===== src/rtl/fir_mac_sequencer_if.sv =====
// fir_mac_sequencer_if
//   Bundles the sample-source handshake and the MAC/delay-line control bus of
//   the FIR MAC sequencer.
//   slave  : the sequencer side (takes srdyi/clr_ovr, drives the datapath controls)
//   master : the surrounding side (sample source, datapath, status reader)
//   Signals: srdyi, clr_ovr (to sequencer); sample_we, wr_addr, rd_addr,
//            coeff_sel, sum_rst, sum_en, srdyo, busy, overrun (from sequencer).
interface fir_mac_sequencer_if #(
  parameter int TAP_W = 4
);
  logic             srdyi;
  logic             clr_ovr;
  logic             sample_we;
  logic [TAP_W-1:0] wr_addr;
  logic [TAP_W-1:0] rd_addr;
  logic [TAP_W-1:0] coeff_sel;
  logic             sum_rst;
  logic             sum_en;
  logic             srdyo;
  logic             busy;
  logic             overrun;

  modport slave (
    input  srdyi, clr_ovr,
    output sample_we, wr_addr, rd_addr, coeff_sel,
           sum_rst, sum_en, srdyo, busy, overrun
  );

  modport master (
    output srdyi, clr_ovr,
    input  sample_we, wr_addr, rd_addr, coeff_sel,
           sum_rst, sum_en, srdyo, busy, overrun
  );
endinterface


===== src/rtl/fir_mac_sequencer.sv =====
// fir_mac_sequencer
//   Control sequencer for a time-multiplexed FIR built around one shared MAC,
//   a circular sample delay line and a coefficient ROM. Each accepted sample is
//   written at the write pointer, the accumulator is cleared, then all NTAPS
//   taps are stepped (tap 0 pairs with the newest sample) and srdyo pulses.
//   Ports:
//     clk          rising-edge clock
//     GlobalReset  asynchronous reset, active low
//     bus          fir_mac_sequencer_if.slave (handshake + datapath controls)
//   All bus outputs are registered and lag the state register by one cycle.
//
//   state  | meaning
//   -------+-----------------------------------------------------------
//   IDLE   | waiting for srdyi
//   LOAD   | write sample to delay line, clear accumulator
//   MAC    | one tap per cycle, k = 0..NTAPS-1
//   DONE   | result valid, advance write pointer
module fir_mac_sequencer #(
  parameter int NTAPS = 16,
  parameter int TAP_W = 4
) (
  input  logic                clk,
  input  logic                GlobalReset,
  fir_mac_sequencer_if.slave  bus
);

  generate
    if (NTAPS < 2 || NTAPS > (1 << TAP_W)) begin : g_bad_ntaps
      $error("fir_mac_sequencer: NTAPS must lie in 2..2**TAP_W");
    end
  endgenerate

  localparam logic [TAP_W-1:0] K_LAST  = TAP_W'(NTAPS - 1);
  localparam logic [TAP_W:0]   NTAPS_X = (TAP_W + 1)'(NTAPS);

  typedef enum logic [1:0] {
    S_IDLE = 2'd0,
    S_LOAD = 2'd1,
    S_MAC  = 2'd2,
    S_DONE = 2'd3
  } state_t;

  state_t           state_q, state_d;
  logic [TAP_W-1:0] k_q, k_d;
  logic [TAP_W-1:0] wr_ptr_q, wr_ptr_d;

  logic             sample_we_q, sample_we_d;
  logic             sum_rst_q, sum_rst_d;
  logic             sum_en_q, sum_en_d;
  logic             srdyo_q, srdyo_d;
  logic             busy_q, busy_d;
  logic             overrun_q, overrun_d;
  logic [TAP_W-1:0] wr_addr_q, wr_addr_d;
  logic [TAP_W-1:0] rd_addr_q, rd_addr_d;
  logic [TAP_W-1:0] coeff_sel_q, coeff_sel_d;
  logic [TAP_W:0]   rd_diff;

  always_ff @(posedge clk or negedge GlobalReset) begin
    if (!GlobalReset) begin
      state_q  <= S_IDLE;
      k_q      <= '0;
      wr_ptr_q <= '0;
    end else begin
      state_q  <= state_d;
      k_q      <= k_d;
      wr_ptr_q <= wr_ptr_d;
    end
  end

  always_comb begin
    state_d     = state_q;
    k_d         = k_q;
    wr_ptr_d    = wr_ptr_q;
    sample_we_d = 1'b0;
    sum_rst_d   = 1'b0;
    sum_en_d    = 1'b0;
    srdyo_d     = 1'b0;
    coeff_sel_d = '0;
    rd_addr_d   = '0;
    wr_addr_d   = wr_ptr_q;
    busy_d      = (state_q != S_IDLE);
    rd_diff     = '0;

    // A sample arriving while busy is dropped; setting beats clearing.
    overrun_d = overrun_q;
    if (bus.clr_ovr) overrun_d = 1'b0;
    if (bus.srdyi && state_q != S_IDLE) overrun_d = 1'b1;

    case (state_q)
      S_IDLE: begin
        if (bus.srdyi) state_d = S_LOAD;
      end
      S_LOAD: begin
        sample_we_d = 1'b1;
        sum_rst_d   = 1'b1;
        k_d         = '0;
        state_d     = S_MAC;
      end
      S_MAC: begin
        sum_en_d    = 1'b1;
        coeff_sel_d = k_q;
        // Walk backwards from the newest sample, wrapping at NTAPS (not 2**TAP_W).
        rd_diff = {1'b0, wr_ptr_q} - {1'b0, k_q};
        if (k_q > wr_ptr_q) rd_diff = rd_diff + NTAPS_X;
        rd_addr_d = rd_diff[TAP_W-1:0];
        if (k_q == K_LAST) state_d = S_DONE;
        else               k_d     = k_q + TAP_W'(1);
      end
      S_DONE: begin
        srdyo_d  = 1'b1;
        wr_ptr_d = (wr_ptr_q == K_LAST) ? '0 : wr_ptr_q + TAP_W'(1);
        state_d  = S_IDLE;
      end
      default: state_d = S_IDLE;
    endcase
  end

  always_ff @(posedge clk or negedge GlobalReset) begin
    if (!GlobalReset) begin
      sample_we_q <= 1'b0;
      sum_rst_q   <= 1'b0;
      sum_en_q    <= 1'b0;
      srdyo_q     <= 1'b0;
      busy_q      <= 1'b0;
      overrun_q   <= 1'b0;
      wr_addr_q   <= '0;
      rd_addr_q   <= '0;
      coeff_sel_q <= '0;
    end else begin
      sample_we_q <= sample_we_d;
      sum_rst_q   <= sum_rst_d;
      sum_en_q    <= sum_en_d;
      srdyo_q     <= srdyo_d;
      busy_q      <= busy_d;
      overrun_q   <= overrun_d;
      wr_addr_q   <= wr_addr_d;
      rd_addr_q   <= rd_addr_d;
      coeff_sel_q <= coeff_sel_d;
    end
  end

  assign bus.sample_we = sample_we_q;
  assign bus.sum_rst   = sum_rst_q;
  assign bus.sum_en    = sum_en_q;
  assign bus.srdyo     = srdyo_q;
  assign bus.busy      = busy_q;
  assign bus.overrun   = overrun_q;
  assign bus.wr_addr   = wr_addr_q;
  assign bus.rd_addr   = rd_addr_q;
  assign bus.coeff_sel = coeff_sel_q;

endmodule

===== src/flat_wrapper.sv =====
// flat-port wrapper written by rule: the top's interface ports become plain ports
module fir_mac_sequencer_flat 
#(
  parameter int NTAPS = 16,
  parameter int TAP_W = 4
)
  (clk, GlobalReset, bus_srdyi, bus_clr_ovr, bus_sample_we, bus_wr_addr, bus_rd_addr, bus_coeff_sel, bus_sum_rst, bus_sum_en, bus_srdyo, bus_busy, bus_overrun);
  fir_mac_sequencer_if #(.TAP_W(TAP_W)) bus_i ();
  input  logic clk;
  input  logic GlobalReset;
  input wire logic [$bits(bus_i.srdyi)-1:0] bus_srdyi;
  input wire logic [$bits(bus_i.clr_ovr)-1:0] bus_clr_ovr;
  output wire logic [$bits(bus_i.sample_we)-1:0] bus_sample_we;
  output wire logic [$bits(bus_i.wr_addr)-1:0] bus_wr_addr;
  output wire logic [$bits(bus_i.rd_addr)-1:0] bus_rd_addr;
  output wire logic [$bits(bus_i.coeff_sel)-1:0] bus_coeff_sel;
  output wire logic [$bits(bus_i.sum_rst)-1:0] bus_sum_rst;
  output wire logic [$bits(bus_i.sum_en)-1:0] bus_sum_en;
  output wire logic [$bits(bus_i.srdyo)-1:0] bus_srdyo;
  output wire logic [$bits(bus_i.busy)-1:0] bus_busy;
  output wire logic [$bits(bus_i.overrun)-1:0] bus_overrun;
  assign bus_i.srdyi = bus_srdyi;
  assign bus_i.clr_ovr = bus_clr_ovr;
  assign bus_sample_we = bus_i.sample_we;
  assign bus_wr_addr = bus_i.wr_addr;
  assign bus_rd_addr = bus_i.rd_addr;
  assign bus_coeff_sel = bus_i.coeff_sel;
  assign bus_sum_rst = bus_i.sum_rst;
  assign bus_sum_en = bus_i.sum_en;
  assign bus_srdyo = bus_i.srdyo;
  assign bus_busy = bus_i.busy;
  assign bus_overrun = bus_i.overrun;
  fir_mac_sequencer #(.NTAPS(NTAPS), .TAP_W(TAP_W)) u_core (.clk(clk), .GlobalReset(GlobalReset), .bus(bus_i));
endmodule

===== config.mk =====
export PLATFORM = sky130hd
export DESIGN_NAME = fir_mac_sequencer_flat
export DESIGN_NICKNAME = d
export VERILOG_FILES = /design/src/rtl/fir_mac_sequencer_if.sv /design/src/rtl/fir_mac_sequencer.sv /design/src/flat_wrapper.sv
export SDC_FILE = /design/constraint.sdc
export NUM_CORES = 1
export LEC_CHECK = 0
export ABC_AREA = 1
export CAP_MARGIN = 20
export CORE_MARGIN = 5
export CORE_UTILIZATION = 39
export CTS_CLUSTER_DIAMETER = 50
export DETAILED_ROUTE_END_ITERATION = 16
export MAX_ROUTING_LAYER = met4
export SKIP_CTS_REPAIR_TIMING = 1
export SLEW_MARGIN = 20
export SYNTH_ARGS = -nofsm -noshare
export SYNTH_HDL_FRONTEND = slang
export SYNTH_SLANG_ARGS = --single-unit

===== constraint.sdc =====
create_clock -name clk -period 1.5 [get_ports clk]
set_input_delay 0.3 -clock clk [delete_from_list [all_inputs] [get_ports clk]]
set_output_delay 0.3 -clock clk [all_outputs]
set_load 0.01 [all_outputs]

# After elaboration in Yosys (flattened, before gate mapping)
# Index checks and enable logic that the tools add are counted.
[totals] out_inout_bits=18 regBits=27 word_cells=45
[op_classes] n_mux=14 order_cmp=1 add_sub_neg=4 eq_ne=8 reduce_logical=7
[op_table] op="4-bit 2-to-1 mux" n=5
[op_table] op="4-bit by 1-bit adder with 4-bit output, second input constant" n=3
[op_table] op="4-bit equality test, second input constant" n=2
[op_table] op="2-bit one-hot mux with 4 select lines" n=1
[op_table] op="4-bit one-hot mux with 2 select lines" n=1
[op_table] op="2-bit nonzero test" n=3
[op_table] op="1-bit 2-to-1 mux" n=5
[op_table] op="2-bit equality test, second input constant" n=2
[op_table] op="4-bit > comparator" n=1
[op_table] op="2-bit 2-to-1 mux" n=2
[op_table] op="2-bit != test, second input constant" n=2
[op_table] op="2-bit AND reduction" n=2
[op_table] op="4-bit subtractor" n=1
[op_table] op="2-bit by 1-bit equality test with 1-bit output, second input constant" n=1
[op_table] op="2-bit zero test" n=1
[op_table] op="2-bit by 1-bit != test with 1-bit output, second input constant" n=1
[op_table] op="1-bit logical AND" n=1

# Longest topological paths before layout
# Gate-level depths: netlist of the first run.
[depth] ltp_word=4 ltp_mapped=7 depth_no_buf=7

# Worst setup path before layout of the first run
# OpenSTA, ideal clock, no wires.
[synth_timing] path_type="register to register" startpoint="reg u_core.wr_ptr_q[0] (netlist: u_core.wr_addr_d[0])" endpoint="reg u_core.rd_addr_q[2] (netlist: u_core.bus.rd_addr[2])" n_path_buf=0 arrival_time_ps=1210 stages_incl_launch_ff=7 required_ps=1381 setup_slack_ps=171 path_cell_list="dfrtp_1 > inv_1 > ha_1 > inv_1 > fa_1 > xnor2_1 > nor2_1"
[synth_via] elab_chain_cells=4
[synth_lines] element="start, declared" line_no="fir_mac_sequencer.sv:45" rtl="logic [TAP_W-1:0] wr_ptr_q, wr_ptr_d;"
[synth_lines] element="start signal, assigned" line_no="fir_mac_sequencer.sv:66" rtl="wr_ptr_q <= wr_ptr_d;"
[synth_lines] element="4-bit subtractor" line_no="fir_mac_sequencer.sv:103" rtl="rd_diff = {1'b0, wr_ptr_q} - {1'b0, k_q};"
[synth_lines] element="4-bit by 1-bit adder with 4-bit output" line_no="fir_mac_sequencer.sv:104" rtl="if (k_q > wr_ptr_q) rd_diff = rd_diff + NTAPS_X;"
[synth_lines] element="4-bit 2-to-1 mux *" line_no="fir_mac_sequencer.sv:104"
[synth_lines] element="4-bit 2-to-1 mux *" line_no="fir_mac_sequencer.sv:89" rtl="case (state_q)"
[synth_lines] element="net u_core.rd_addr_d[2]" line_no="fir_mac_sequencer.sv:54" rtl="logic [TAP_W-1:0] rd_addr_q, rd_addr_d;"
[synth_lines] element="end signal, assigned" line_no="fir_mac_sequencer.sv:137" rtl="rd_addr_q <= rd_addr_d;"
[synth_lines] element="end, declared" line_no="fir_mac_sequencer.sv:54"
# Mark *: on every way through the listed nets, which the timed path passes. The rest lies on a longest branch.
# A chain may end at the register's enable or synchronous reset.

# Worst setup path in the final report of the first run
# Same ends and word-level chain as after synthesis.

==> flow_metrics.py, run 1 <==
metrics = {
    "synthesis": {
        "synthCells": 111,
        "synth_edf_count": 0,
        "synthFlopType": "dfrtp_1",
        "synthTopCellsByCount": "dfrtp_1, inv_1, nand2_1, nand3_1, ha_1",
        "synth_area_leaders": "dfrtp_1, ha_1, inv_1",
        "synthesis.area_um2": 1190,
        "synth_most_common_cell": "dfrtp_1",
        "ys_async_sr_fraction_pct": 100,
        "avgSynthCellArea_um2": 10.8,
        "synth-seq-cells": 27,
        "ys_types": 21,
        "ys_warn_count": 0,
        "syn_nets": 126,
        "ys_seq_area_share_pct": 56.6,
        "synth_area_leader_cell": "dfrtp_1",
        "yosysTopAreaCellShare_pct": 56.6,
    },
    "setup_path": {
        "r2r_start": "u_core.wr_addr_d[0]$_DFFE_PN0P_",
        "setup.worst_path.end_class": "register",
        "cp-start-kind": "register",
        "critical_path_class": "reg -> reg",
        "cp.arrival_ns": 1.64,
        "cp_max_fo": 4,
        "startpoint": "u_core.wr_addr_d[0]$_DFFE_PN0P_",
        "required_ns": 1.74,
    },
    "power_and_ir_drop": {
        "combinationalPowerShare_pct": 48.7,
        "p_clk_share_pct": 10.8,
        "power_density_nw_per_um2": 1880,
        "pwr-share-seq_pct": 40.5,
        "p_leak_nw": 1.01,
        "power.internal_mw": 1.79,
        "peakVddDrop_mv": 0.927,
        "switching_power_mw": 1.12,
        "swShare_pct": 38.5,
    },
    "sta": {
        "relSlewSlack_pct": 77.4,
        "fmax_mhz": 710,
        "fin_tns_setup_ns": 0,
        "worst_slack_ns": 0.0918,
        "final-setup-viol-count": 0,
        "hold_slack_ns": 0.325,
        "fin_crit_sh_pct": 93.9,
        "worst_pin_slew_ns": 0.340,
        "hold_viol_final": 0,
        "slew_violations": 0,
        "skew_ns": 0.00245,
        "period_needed_ns": 1.41,
    },
    "placed_design": {
        "pre_cts_slack_ns": 0.121,
        "placed_cells": 168,
        "place_congestion": 0.780,
        "dp_hpwl_um": 1500,
        "io_buffers": 21,
        "dpl-instance-area_um2": 1460,
    },
    "clock_network": {
        "cts_tree": "built",
        "numCtsBuffers": 3,
        "clockBufferDepth": 2,
        "h-tree-depth": 1,
        "clk_latency_ns": 0.32,
        "clk_pin_slew_worst_paths_ns": 0.14,
        "numClockSinks": 27,
        "cts_root_buf": "clkbuf_4",
    },
    "route": {
        "vias": 798,
        "wirelength_um": 2010,
        "vias_per_cell": 4.61,
        "drc": 0,
        "first_iter_violations": 23,
        "ant_nets": 0,
        "dr.pass1.iters": 4,
        "drt-wirelength-per-cell_um": 11.6,
    },
    "floorplan": {
        "start_util_pct": 39.8,
        "fp.coreArea_um2": 3000,
        "io_pins": 22,
        "die_h_um": 65.3,
        "die_w_um": 65.3,
        "row_count": 20,
        "die_area_um2": 4270,
    },
    "finish": {
        "final_area_um2": 1540,
        "final_cells": 173,
        "fin_nets": 156,
        "area_delta_synth_final_pct": 29.4,
        "antenna_cells": 0,
        "drive_gt1_share_pct": 13.6,
    },
    "grt": {
        "grt_first_pass_wirelength_um": 3620,
        "grt_start_max_net_pins": 28,
        "antenna_found_initial": 0,
        "grt_pass1_vias": 822,
        "grt_overflow": 0,
        "track_usage_pct": 11.4,
    },
    "job": {
        "drv_cap": 0,
    },
    "min_path": {
        "hp-class": "in -> async",
    },
    "status": {
        "status": "complete, no violations",
    },
}
-- final timing paths --
| check | end | slack [ns] | cells past startpoint |
|---|---|---|---|
| max in group asynchronous | u_core.bus.coeff_sel[3]$_DFF_PN0_ | 0.92 | 2 |
| worst max-delay path | u_core.bus.rd_addr[2]$_DFF_PN0_ | 0.09 | 6 |
| worst min-delay path | u_core.bus.rd_addr[3]$_DFF_PN0_ | 0.33 | 2 |
| min in group clk | u_core.bus.wr_addr[0]$_DFF_PN0_ | 0.44 | 0 |
| worst min register to register | u_core.bus.wr_addr[0]$_DFF_PN0_ | 0.44 | 0 |
| worst max register to register | u_core.bus.rd_addr[2]$_DFF_PN0_ | 0.09 | 6 |
-- critical path: stages, from the launching register on --
cell and delay [ns]:
dfrtp_1 0.43, inv_1 0.10, ha_1 0.14, inv_1 0.05, fa_1 0.38, xnor2_1 0.17, nor2_1 0.05
-- power by group through the flow --
| stage | Sequential [mW] | Clock, mW | Combinational (mW) |
|---|---|---|---|
| after floorplan | 1.28 | 0 | 0.793 |
| after global placement | 1.20 | 0 | 1.43 |
| after detailed placement | 1.21 | 0 | 1.46 |
| after CTS | 1.19 | 0.324 | 1.47 |
| after global routing | 1.23 | 0.361 | 1.62 |
| final | 1.18 | 0.313 | 1.42 |
-- metal layers --
layer | global-route usage, % | wire, um
met5 | - | 0
met4 | 5.44 | 25
met3 | 2.56 | 72
met2 | 19.3 | 985
met1 | 12.6 | 930
-- registers in the layout, summed over array words and instances (netlist names) --
register              flops
u_core.bus.overrun        1
u_core.bus.sum_en         1
u_core.bus.srdyo          1
u_core.bus.rd_addr        4
u_core.state_q            2
u_core.bus.sum_rst        1
u_core.bus.busy           1
u_core.bus.coeff_sel      4
u_core.bus.wr_addr        4
u_core.wr_addr_d          4
u_core.k_q                4
-- cell families (layout without fill, tap and decap cells) --
family          count (synthesis)  in the layout  share of synthesized area [%]
compound gates                 10             10                           5.24
buf+inv                        20             49                           7.44
simple gates                   39             39                           15.4
mux                             1              1                          0.943
xor+xnor                        3              3                           2.20
fa+ha+maj                      11             11                           12.2
flops                          27             27                           56.6
-- final cells by class --
class                           count  area, um2
Clock buffer                        3       22.5
Clock inverter                      1       5.00
Fill cell                         274       1460
Inverter                           18       67.6
Multi-Input combinational cell     64        432
Sequential cell                    27        676
Tap cell                           33       41.3
Timing Repair Buffer               27        300
-- metrics by stage --
| stage | power [mW] | util (%) |
|---|---|---|
| 2_1_floorplan | 2.07 | - |
| 3_3_place_gp | 2.63 | 48.7 |
| 3_5_place_dp | 2.66 | 48.7 |
| 4_1_cts | 2.98 | 49.6 |
| 5_1_grt | 3.21 | 51.4 |
| 6_report | 2.91 | 51.4 |
-- cells in the final DEF (no fill, tap or decap), drive strengths merged --
cell type	Yosys	final
clkbuf	1	3
inv	18	18
o22ai	1	1
buf	1	6
nand2	21	21
o21ai	7	7
dlymetal6s2s	0	18
nor2	4	4
nand4	2	2
xor2	2	2
mux2	1	1
a21oi	2	2
dfrtp	27	27
fa	1	1
clkdlybuf4s50	0	3
ha	10	10
clkinv	0	1
xnor2	1	1
nand3	12	12
(Power assumes the default switching activity.)
==> run 2: changes to the inputs <==
HOLD_SLACK_MARGIN = 0.02   (was default)
==> results of run 2 <==
Final layout, timing and power as in run 1 (identical DEF).
